File: src/rtl/pipe_ctrl_pkg.sv
// Shared types for the five-stage control unit: opcodes, control bundle,
// forward-select encoding and the pipeline bubble.
package pipe_ctrl_pkg;

    localparam logic [6:0] OP_R      = 7'b0110011;
    localparam logic [6:0] OP_I      = 7'b0010011;
    localparam logic [6:0] OP_LOAD   = 7'b0000011;
    localparam logic [6:0] OP_STORE  = 7'b0100011;
    localparam logic [6:0] OP_BRANCH = 7'b1100011;
    localparam logic [6:0] OP_JAL    = 7'b1101111;
    localparam logic [6:0] OP_JALR   = 7'b1100111;
    localparam logic [6:0] OP_LUI    = 7'b0110111;
    localparam logic [6:0] OP_AUIPC  = 7'b0010111;

    typedef enum logic [1:0] {
        FWD_RF    = 2'b00,
        FWD_EXMEM = 2'b01,
        FWD_MEMWB = 2'b10
    } fwd_sel_t;

    typedef struct packed {
        logic       ru_wr;
        logic [3:0] alu_op;
        logic       alu_asrc;
        logic       alu_bsrc;
        logic       dm_rd;
        logic       dm_wr;
        logic [2:0] dm_ctrl;
        logic [4:0] br_op;
        logic [1:0] ru_data_wr_src;
    } ctrl_bundle_t;

    localparam ctrl_bundle_t BUBBLE = '0;

endpackage

File: src/rtl/pipelined_control_unit_decoder.sv
// Combinational RV32I opcode/funct decoder producing the control bundle,
// immediate select, source-usage flags and a legal-opcode flag.
module ctrl_decoder
    import pipe_ctrl_pkg::*;
(
    input  logic [6:0]   opcode,
    input  logic [2:0]   funct3,
    input  logic         funct7_b5,
    output ctrl_bundle_t ctrl,
    output logic [2:0]   imm_src,
    output logic         use_rs1,
    output logic         use_rs2,
    output logic         legal
);

    logic is_shift;
    assign is_shift = (funct3 == 3'b001) || (funct3 == 3'b101);

    always_comb begin
        ctrl    = BUBBLE;
        imm_src = 3'b000;
        use_rs1 = 1'b1;
        use_rs2 = 1'b0;
        legal   = 1'b1;
        unique case (opcode)
            OP_R: begin
                ctrl.ru_wr  = 1'b1;
                ctrl.alu_op = {funct7_b5, funct3};
                use_rs2     = 1'b1;
            end
            OP_I: begin
                ctrl.ru_wr    = 1'b1;
                ctrl.alu_bsrc = 1'b1;
                ctrl.alu_op   = is_shift ? {funct7_b5, funct3} : {1'b0, funct3};
            end
            OP_LOAD: begin
                ctrl.ru_wr          = 1'b1;
                ctrl.alu_bsrc       = 1'b1;
                ctrl.dm_rd          = 1'b1;
                ctrl.dm_ctrl        = funct3;
                ctrl.ru_data_wr_src = 2'b01;
            end
            OP_STORE: begin
                ctrl.alu_bsrc = 1'b1;
                ctrl.dm_wr    = 1'b1;
                ctrl.dm_ctrl  = funct3;
                imm_src       = 3'b001;
                use_rs2       = 1'b1;
            end
            OP_BRANCH: begin
                ctrl.alu_asrc = 1'b1;
                ctrl.alu_bsrc = 1'b1;
                ctrl.br_op    = {2'b01, funct3};
                imm_src       = 3'b101;
                use_rs2       = 1'b1;
            end
            OP_JAL: begin
                ctrl.ru_wr          = 1'b1;
                ctrl.alu_asrc       = 1'b1;
                ctrl.alu_bsrc       = 1'b1;
                ctrl.br_op          = 5'b10000;
                ctrl.ru_data_wr_src = 2'b10;
                imm_src             = 3'b110;
                use_rs1             = 1'b0;
            end
            OP_JALR: begin
                ctrl.ru_wr          = 1'b1;
                ctrl.alu_bsrc       = 1'b1;
                ctrl.br_op          = 5'b10000;
                ctrl.ru_data_wr_src = 2'b10;
            end
            OP_LUI: begin
                ctrl.ru_wr    = 1'b1;
                ctrl.alu_bsrc = 1'b1;
                ctrl.alu_op   = 4'b0111;
                imm_src       = 3'b010;
                use_rs1       = 1'b0;
            end
            OP_AUIPC: begin
                ctrl.ru_wr    = 1'b1;
                ctrl.alu_asrc = 1'b1;
                ctrl.alu_bsrc = 1'b1;
                imm_src       = 3'b010;
                use_rs1       = 1'b0;
            end
            default: begin
                legal   = 1'b0;
                use_rs1 = 1'b0;
            end
        endcase
    end

endmodule

File: src/rtl/pipelined_control_unit.sv
// Five-stage control pipeline with hazard detection, flush and stall count.
// Define PIPE_FORWARDING_EN to enable EX/MEM and MEM/WB operand forwarding.
module pipelined_control_unit
    import pipe_ctrl_pkg::*;
#(
    parameter int REG_ADDR_W = 5,
    parameter int INSTR_W    = 32,
    parameter int CNT_W      = 16
) (
    input  logic                  clk,
    input  logic                  rst,
    input  logic [INSTR_W-1:0]    instr_id,
    input  logic                  instr_valid_id,
    input  logic                  br_taken_ex,
    output logic                  stall_if,
    output logic                  stall_id,
    output logic                  flush_id,
    output logic [2:0]            imm_src_id,
    output logic                  ru_wr_ex,
    output logic                  alu_asrc_ex,
    output logic                  alu_bsrc_ex,
    output logic                  dm_rd_ex,
    output logic [3:0]            alu_op_ex,
    output logic [4:0]            br_op_ex,
    output logic                  dm_wr_mem,
    output logic [2:0]            dm_ctrl_mem,
    output logic                  ru_wr_wb,
    output logic [1:0]            ru_data_wr_src_wb,
    output logic [REG_ADDR_W-1:0] rd_wb,
    output logic [1:0]            fwd_a_sel,
    output logic [1:0]            fwd_b_sel,
    output logic                  illegal_instr,
    output logic [CNT_W-1:0]      stall_cnt
);

    typedef logic [REG_ADDR_W-1:0] reg_t;

    ctrl_bundle_t dec_ctrl;
    logic [2:0]   dec_imm;
    logic         dec_use1, dec_use2, dec_legal;
    reg_t         rs1_id, rs2_id;
    logic         hazard, stall, accept;
    logic         unused_bits;

    ctrl_bundle_t ex_ctrl_q, ex_ctrl_d;
    reg_t         ex_rd_q, ex_rd_d, ex_rs1_q, ex_rs1_d, ex_rs2_q, ex_rs2_d;
    logic         mem_ru_wr_q, mem_ru_wr_d, mem_dm_wr_q, mem_dm_wr_d;
    logic [2:0]   mem_dm_ctrl_q, mem_dm_ctrl_d;
    logic [1:0]   mem_wb_src_q, mem_wb_src_d;
    reg_t         mem_rd_q, mem_rd_d;
    logic         wb_ru_wr_q, wb_ru_wr_d;
    logic [1:0]   wb_wb_src_q, wb_wb_src_d;
    reg_t         wb_rd_q, wb_rd_d;
    logic         illegal_q, illegal_d;
    logic [CNT_W-1:0] cnt_q, cnt_d;
    fwd_sel_t     fwd_a, fwd_b;

    ctrl_decoder u_dec (
        .opcode    (instr_id[6:0]),
        .funct3    (instr_id[14:12]),
        .funct7_b5 (instr_id[30]),
        .ctrl      (dec_ctrl),
        .imm_src   (dec_imm),
        .use_rs1   (dec_use1),
        .use_rs2   (dec_use2),
        .legal     (dec_legal)
    );

    assign unused_bits = ^{instr_id[INSTR_W-1:31], instr_id[29:25]};

    // Unused sources are zeroed so they can never match a non-zero rd.
    assign rs1_id = dec_use1 ? instr_id[15 +: REG_ADDR_W] : '0;
    assign rs2_id = dec_use2 ? instr_id[20 +: REG_ADDR_W] : '0;

    function automatic logic hit(logic wr, reg_t rd, reg_t rs);
        return wr && (rd != '0) && (rd == rs);
    endfunction

    logic uses_ex, uses_mem;
    assign uses_ex  = hit(ex_ctrl_q.ru_wr, ex_rd_q, rs1_id) ||
                      hit(ex_ctrl_q.ru_wr, ex_rd_q, rs2_id);
    assign uses_mem = hit(mem_ru_wr_q, mem_rd_q, rs1_id) ||
                      hit(mem_ru_wr_q, mem_rd_q, rs2_id);

`ifdef PIPE_FORWARDING_EN
    assign hazard = instr_valid_id && ex_ctrl_q.dm_rd && uses_ex;

    always_comb begin
        fwd_a = FWD_RF;
        fwd_b = FWD_RF;
        if (hit(mem_ru_wr_q, mem_rd_q, ex_rs1_q))
            fwd_a = FWD_EXMEM;
        else if (hit(wb_ru_wr_q, wb_rd_q, ex_rs1_q))
            fwd_a = FWD_MEMWB;
        if (hit(mem_ru_wr_q, mem_rd_q, ex_rs2_q))
            fwd_b = FWD_EXMEM;
        else if (hit(wb_ru_wr_q, wb_rd_q, ex_rs2_q))
            fwd_b = FWD_MEMWB;
    end
`else
    logic unused_rs;
    assign unused_rs = ^{ex_rs1_q, ex_rs2_q};
    assign hazard    = instr_valid_id && (uses_ex || uses_mem);
    assign fwd_a     = FWD_RF;
    assign fwd_b     = FWD_RF;
`endif

    // Flush wins over stall.
    assign stall  = hazard && !br_taken_ex;
    assign accept = instr_valid_id && !stall && !br_taken_ex;

    always_comb begin
        ex_ctrl_d     = accept ? dec_ctrl : BUBBLE;
        ex_rd_d       = (accept && dec_ctrl.ru_wr) ? instr_id[7 +: REG_ADDR_W] : '0;
        ex_rs1_d      = accept ? rs1_id : '0;
        ex_rs2_d      = accept ? rs2_id : '0;
        mem_ru_wr_d   = ex_ctrl_q.ru_wr;
        mem_dm_wr_d   = ex_ctrl_q.dm_wr;
        mem_dm_ctrl_d = ex_ctrl_q.dm_ctrl;
        mem_wb_src_d  = ex_ctrl_q.ru_data_wr_src;
        mem_rd_d      = ex_rd_q;
        wb_ru_wr_d    = mem_ru_wr_q;
        wb_wb_src_d   = mem_wb_src_q;
        wb_rd_d       = mem_rd_q;
        illegal_d     = illegal_q || (accept && !dec_legal);
        cnt_d         = (stall && (cnt_q != '1)) ? cnt_q + 1'b1 : cnt_q;
    end

    always_ff @(posedge clk or posedge rst) begin
        if (rst) begin
            ex_ctrl_q     <= BUBBLE;
            ex_rd_q       <= '0;
            ex_rs1_q      <= '0;
            ex_rs2_q      <= '0;
            mem_ru_wr_q   <= 1'b0;
            mem_dm_wr_q   <= 1'b0;
            mem_dm_ctrl_q <= '0;
            mem_wb_src_q  <= '0;
            mem_rd_q      <= '0;
            wb_ru_wr_q    <= 1'b0;
            wb_wb_src_q   <= '0;
            wb_rd_q       <= '0;
            illegal_q     <= 1'b0;
            cnt_q         <= '0;
        end else begin
            ex_ctrl_q     <= ex_ctrl_d;
            ex_rd_q       <= ex_rd_d;
            ex_rs1_q      <= ex_rs1_d;
            ex_rs2_q      <= ex_rs2_d;
            mem_ru_wr_q   <= mem_ru_wr_d;
            mem_dm_wr_q   <= mem_dm_wr_d;
            mem_dm_ctrl_q <= mem_dm_ctrl_d;
            mem_wb_src_q  <= mem_wb_src_d;
            mem_rd_q      <= mem_rd_d;
            wb_ru_wr_q    <= wb_ru_wr_d;
            wb_wb_src_q   <= wb_wb_src_d;
            wb_rd_q       <= wb_rd_d;
            illegal_q     <= illegal_d;
            cnt_q         <= cnt_d;
        end
    end

    // Combinational outputs are held low while reset is asserted.
    assign stall_if          = stall && !rst;
    assign stall_id          = stall && !rst;
    assign flush_id          = br_taken_ex && !rst;
    assign imm_src_id        = rst ? 3'b000 : dec_imm;
    assign ru_wr_ex          = ex_ctrl_q.ru_wr;
    assign alu_asrc_ex       = ex_ctrl_q.alu_asrc;
    assign alu_bsrc_ex       = ex_ctrl_q.alu_bsrc;
    assign dm_rd_ex          = ex_ctrl_q.dm_rd;
    assign alu_op_ex         = ex_ctrl_q.alu_op;
    assign br_op_ex          = ex_ctrl_q.br_op;
    assign dm_wr_mem         = mem_dm_wr_q;
    assign dm_ctrl_mem       = mem_dm_ctrl_q;
    assign ru_wr_wb          = wb_ru_wr_q;
    assign ru_data_wr_src_wb = wb_wb_src_q;
    assign rd_wb             = wb_rd_q;
    assign fwd_a_sel         = fwd_a;
    assign fwd_b_sel         = fwd_b;
    assign illegal_instr     = illegal_q;
    assign stall_cnt         = cnt_q;

endmodule

File: config.mk
export PLATFORM = sky130hd
export DESIGN_NAME = pipelined_control_unit
export DESIGN_NICKNAME = d
export VERILOG_FILES = /design/src/rtl/pipe_ctrl_pkg.sv /design/src/rtl/pipelined_control_unit_decoder.sv /design/src/rtl/pipelined_control_unit.sv
export SDC_FILE = /design/constraint.sdc
export NUM_CORES = 1
export LEC_CHECK = 0
export CAP_MARGIN = 20
export CORE_MARGIN = 8
export CORE_UTILIZATION = 42
export DETAILED_ROUTE_END_ITERATION = 10
export GPL_TIMING_DRIVEN = 0
export PLACE_DENSITY = 0.73
export SLEW_MARGIN = 20
export SYNTH_ARGS = -nofsm -noshare
export SYNTH_HDL_FRONTEND = slang
export SYNTH_SLANG_ARGS = --single-unit
export TNS_END_PERCENT = 20
File: constraint.sdc
create_clock -name clk -period 2.4 [get_ports clk]
set_input_delay 0.24 -clock clk [delete_from_list [all_inputs] [get_ports clk]]
set_output_delay 0.24 -clock clk [all_outputs]
set_load 0.005 [all_outputs]
==> metrics.txt <==
met2 Track Usage GR=25.1%; DRC viols=0; Max stage delay on crit path=580 ps; most frequent cells in the layout=69 x clkdlybuf4s50_1, 53 x dfrtp_1, 27 x buf_4; Worst Path Required=approximately 2600 ps; GR Layer Usage met3=under 10%; per-cell routed wire length=16.8 um; Final setup viols=41; first-pass GRT wire length=12.5 mm; Total GRT Usage=around 16%; Setup Skew=10.2 ps; number of vias per cell=roughly 5.3; number of synthesized register bits=60; pwr dens=561 nW/um2; Post-DP HPWL=5.30 mm; most frequent CP cell=nor4_4; die height=slightly below 100 um; Port Buffers=76; TritonCTS clock tree=built; Post-synth EDFFs=0; pin count of the biggest net entering global routing=35; crit path DAT=about 3000 ps; post-layout util=between 60% and 70%; Max clock buf depth=2; CTS sink count=60; fin. max-slew vios=0; first drt pass iteration count=4; Least-Margin Pin Slew=about 610 ps; diodes inserted=0; Worst Hold Class=flip-flop to flip-flop; Slew Limit Headroom=between 50% and 60%; ys flop type=dfrtp_1; count of cell types in the netlist=57; Avg Cell Area, Syn=around 11 um2; Crit-path slowest cell=clkdlybuf4s50_1; Crit. End Element=flip-flop; Cells after Synth=approximately 270; mapped cell area=around 2900 um2; sequential element share of the synthesized area=52.5%; busiest grt layer=met2; I/O pins=between 80 and 90; commonest non-fill, non-tap cell in the layout=clkdlybuf4s50_1; dpl cell area=3790 um2; kind of critical path=primary input to flip-flop; die footprint=~9700 um2; vias in the first global route=approximately 2,500; Max Freq=about 370 MHz; period utilization=114%; DR vias=roughly 2,400; setup ws final=-332 ps; CTS H-tree lvls=3; Net count, final=approximately 420; GR Util met1=around 20%; Peak VDD IR=between 0.2 and 0.3 mV; crit-path max FO=10; Iter 0 DRT Violations=130; initial antenna violation count=0; synth warn=0; failing checks=negative setup slack; Lkg Pwr=approximately 2.0 nW; Post-synth ARST share=100%; grt ovf=0; Clock Pin Slew Worst Setup and Hold Paths=about 70 ps; clock root cell=clkbuf_8; fin area=~4500 um2; final WL=just under 8 mm; Final min period=about 2700 ps; P&R area growth vs syn=57.3%; core footprint=between 6000 and 7000 um2; post-synth top area share=between 50% and 60%; type of origin of the critical path=primary input; DRT antenna net count=0; share of layout cells above drive strength 1=between 20% and 30%; unrepaired setup endpoints after global routing=yes; largest cells by area after synthesis=dfrtp_1 53%, xor2_1 4.9%, xnor2_1 2.1%; Hold Buf Count CTS=0; CTS Buf Count=9; Starting Density=between 40% and 50%; crit path cell chain=clkdlybuf4s50_1, nor4bb_1, a31oi_1, o32a_1, nor4_4, nor4_4, buf_4, or3_1, buf_6, buf_12, mux2_4; standard-cell row count=30; Die Wd=98.5 um; final hold violations=0; WHS=between 300 and 400 ps; gp weighted congestion=~0.87; Skew-Pair Late Insertion Delay=about 330 ps; leading area contributor after synthesis=dfrtp_1; status=complete, but fails checks; setup_tns=-8590 ps; maxcap violations=0
-- power by group --
part           total, mW  internal, mW  switching, mW
clock               1.23         0.802          0.424
combinational      0.250         0.128          0.121
sequential          1.05          1.03         0.0190
-- worst paths after layout --
check | from | endpoint | slack, ps | cells after the start
max | instr_id[18] | stall_cnt[1] | -330 | 11
min | mem_wb_src_q[0] | ru_data_wr_src_wb[0] | 350 | 0
max reg2reg | ex_rd_q[2] | ex_rd_q[4] | -290 | 10
min reg2reg | mem_wb_src_q[0] | ru_data_wr_src_wb[0] | 350 | 0
max in group asynchronous | rst | ex_rd_q[4] | 1390 | 3
min in group asynchronous | rst | stall_cnt[7] | 500 | 2
-- worst max-delay path, delay by kind of cell --
family / cells / cell delay, ps
compound gates: 2 / 310
buf+inv: 4 / 1040
mux: 1 / 290
simple gates: 4 / 1080
-- synthesized netlist by cell type (2+ instances only) --
library cell	number
a21boi_0	2
nor4_2	2
or4_1	2
nand2b_1	8
nand3_1	11
nand2_1	16
a211oi_1	2
o22ai_1	2
nor2b_1	3
buf_2	4
a2111oi_0	2
clkbuf_1	3
nor3b_1	4
a31oi_1	4
nor3_2	4
o21ai_0	2
nor4bb_1	4
inv_1	14
nor4_1	6
a21oi_1	7
mux2i_1	4
nor2_1	14
o21ai_1	2
nor3_1	12
xor2_1	16
nor4b_1	3
o32a_1	4
and3_1	9
xnor2_1	7
dfrtp_1	60
buf_4	6
-- registers in the layout, indices dropped and copies added (netlist names) --
signal             count
rd_wb                  5
ru_wr_ex               1
mem_dm_ctrl_d          3
ru_data_wr_src_wb      2
alu_op_ex              4
mem_rd_q               5
ex_rd_q                5
alu_asrc_ex            1
br_op_ex               5
mem_ru_wr_q            1
stall_cnt             16
dm_ctrl_mem            3
dm_rd_ex               1
dm_wr_mem              1
mem_wb_src_q           2
illegal_instr          1
mem_wb_src_d           1
mem_dm_wr_d            1
ru_wr_wb               1
alu_bsrc_ex            1
-- stage by stage --
stage | instances | worst slack [ps] | power (mW)
floorplan | 268 | -60.0 | 1.16
global placement | 424 | -811 | 1.28
detailed placement | 425 | -878 | 1.28
CTS | 462 | -302 | 2.53
global route | 466 | -402 | 2.62
finish | 466 | -332 | 2.52
-- layout make-up --
type / instances / area (um2)
Buffer: 14 / 130
Clock buffer: 9 / 124
Clock inverter: 7 / 146
Fill cell: 491 / 2190
Inverter: 14 / 55.1
Multi-Input combinational cell: 180 / 1450
Sequential cell: 60 / 1510
Tap cell: 80 / 100
Timing Repair Buffer: 102 / 976
-- layer usage --
layer  vias to the layer above  share of wire, %
met1                      1172                43
met4                         0               1.2
li1                       1169                 -
met2                        97                48
met3                        11               7.4
met5                         -                 0
-- logic make-up after synthesis --
group / share of synthesized area [%]
compound gates: 9.94
flops: 52.5
other cells: 0.131
simple gates: 23.2
fa+ha+maj: 0.438
buf+inv: 4.90
mux: 1.80
xor+xnor: 7.05
-- timing repair --
| item | CTS | global route |
|---|---|---|
| buffers inserted | 20 | 4 |
| setup endpoints to repair | 43 | 43 |
| pin swaps | 16 | 6 |
| gates cloned | 1 | 0 |
| resized for setup | 56 | 14 |
No activity file was read; power rests on OpenSTA's default activity.
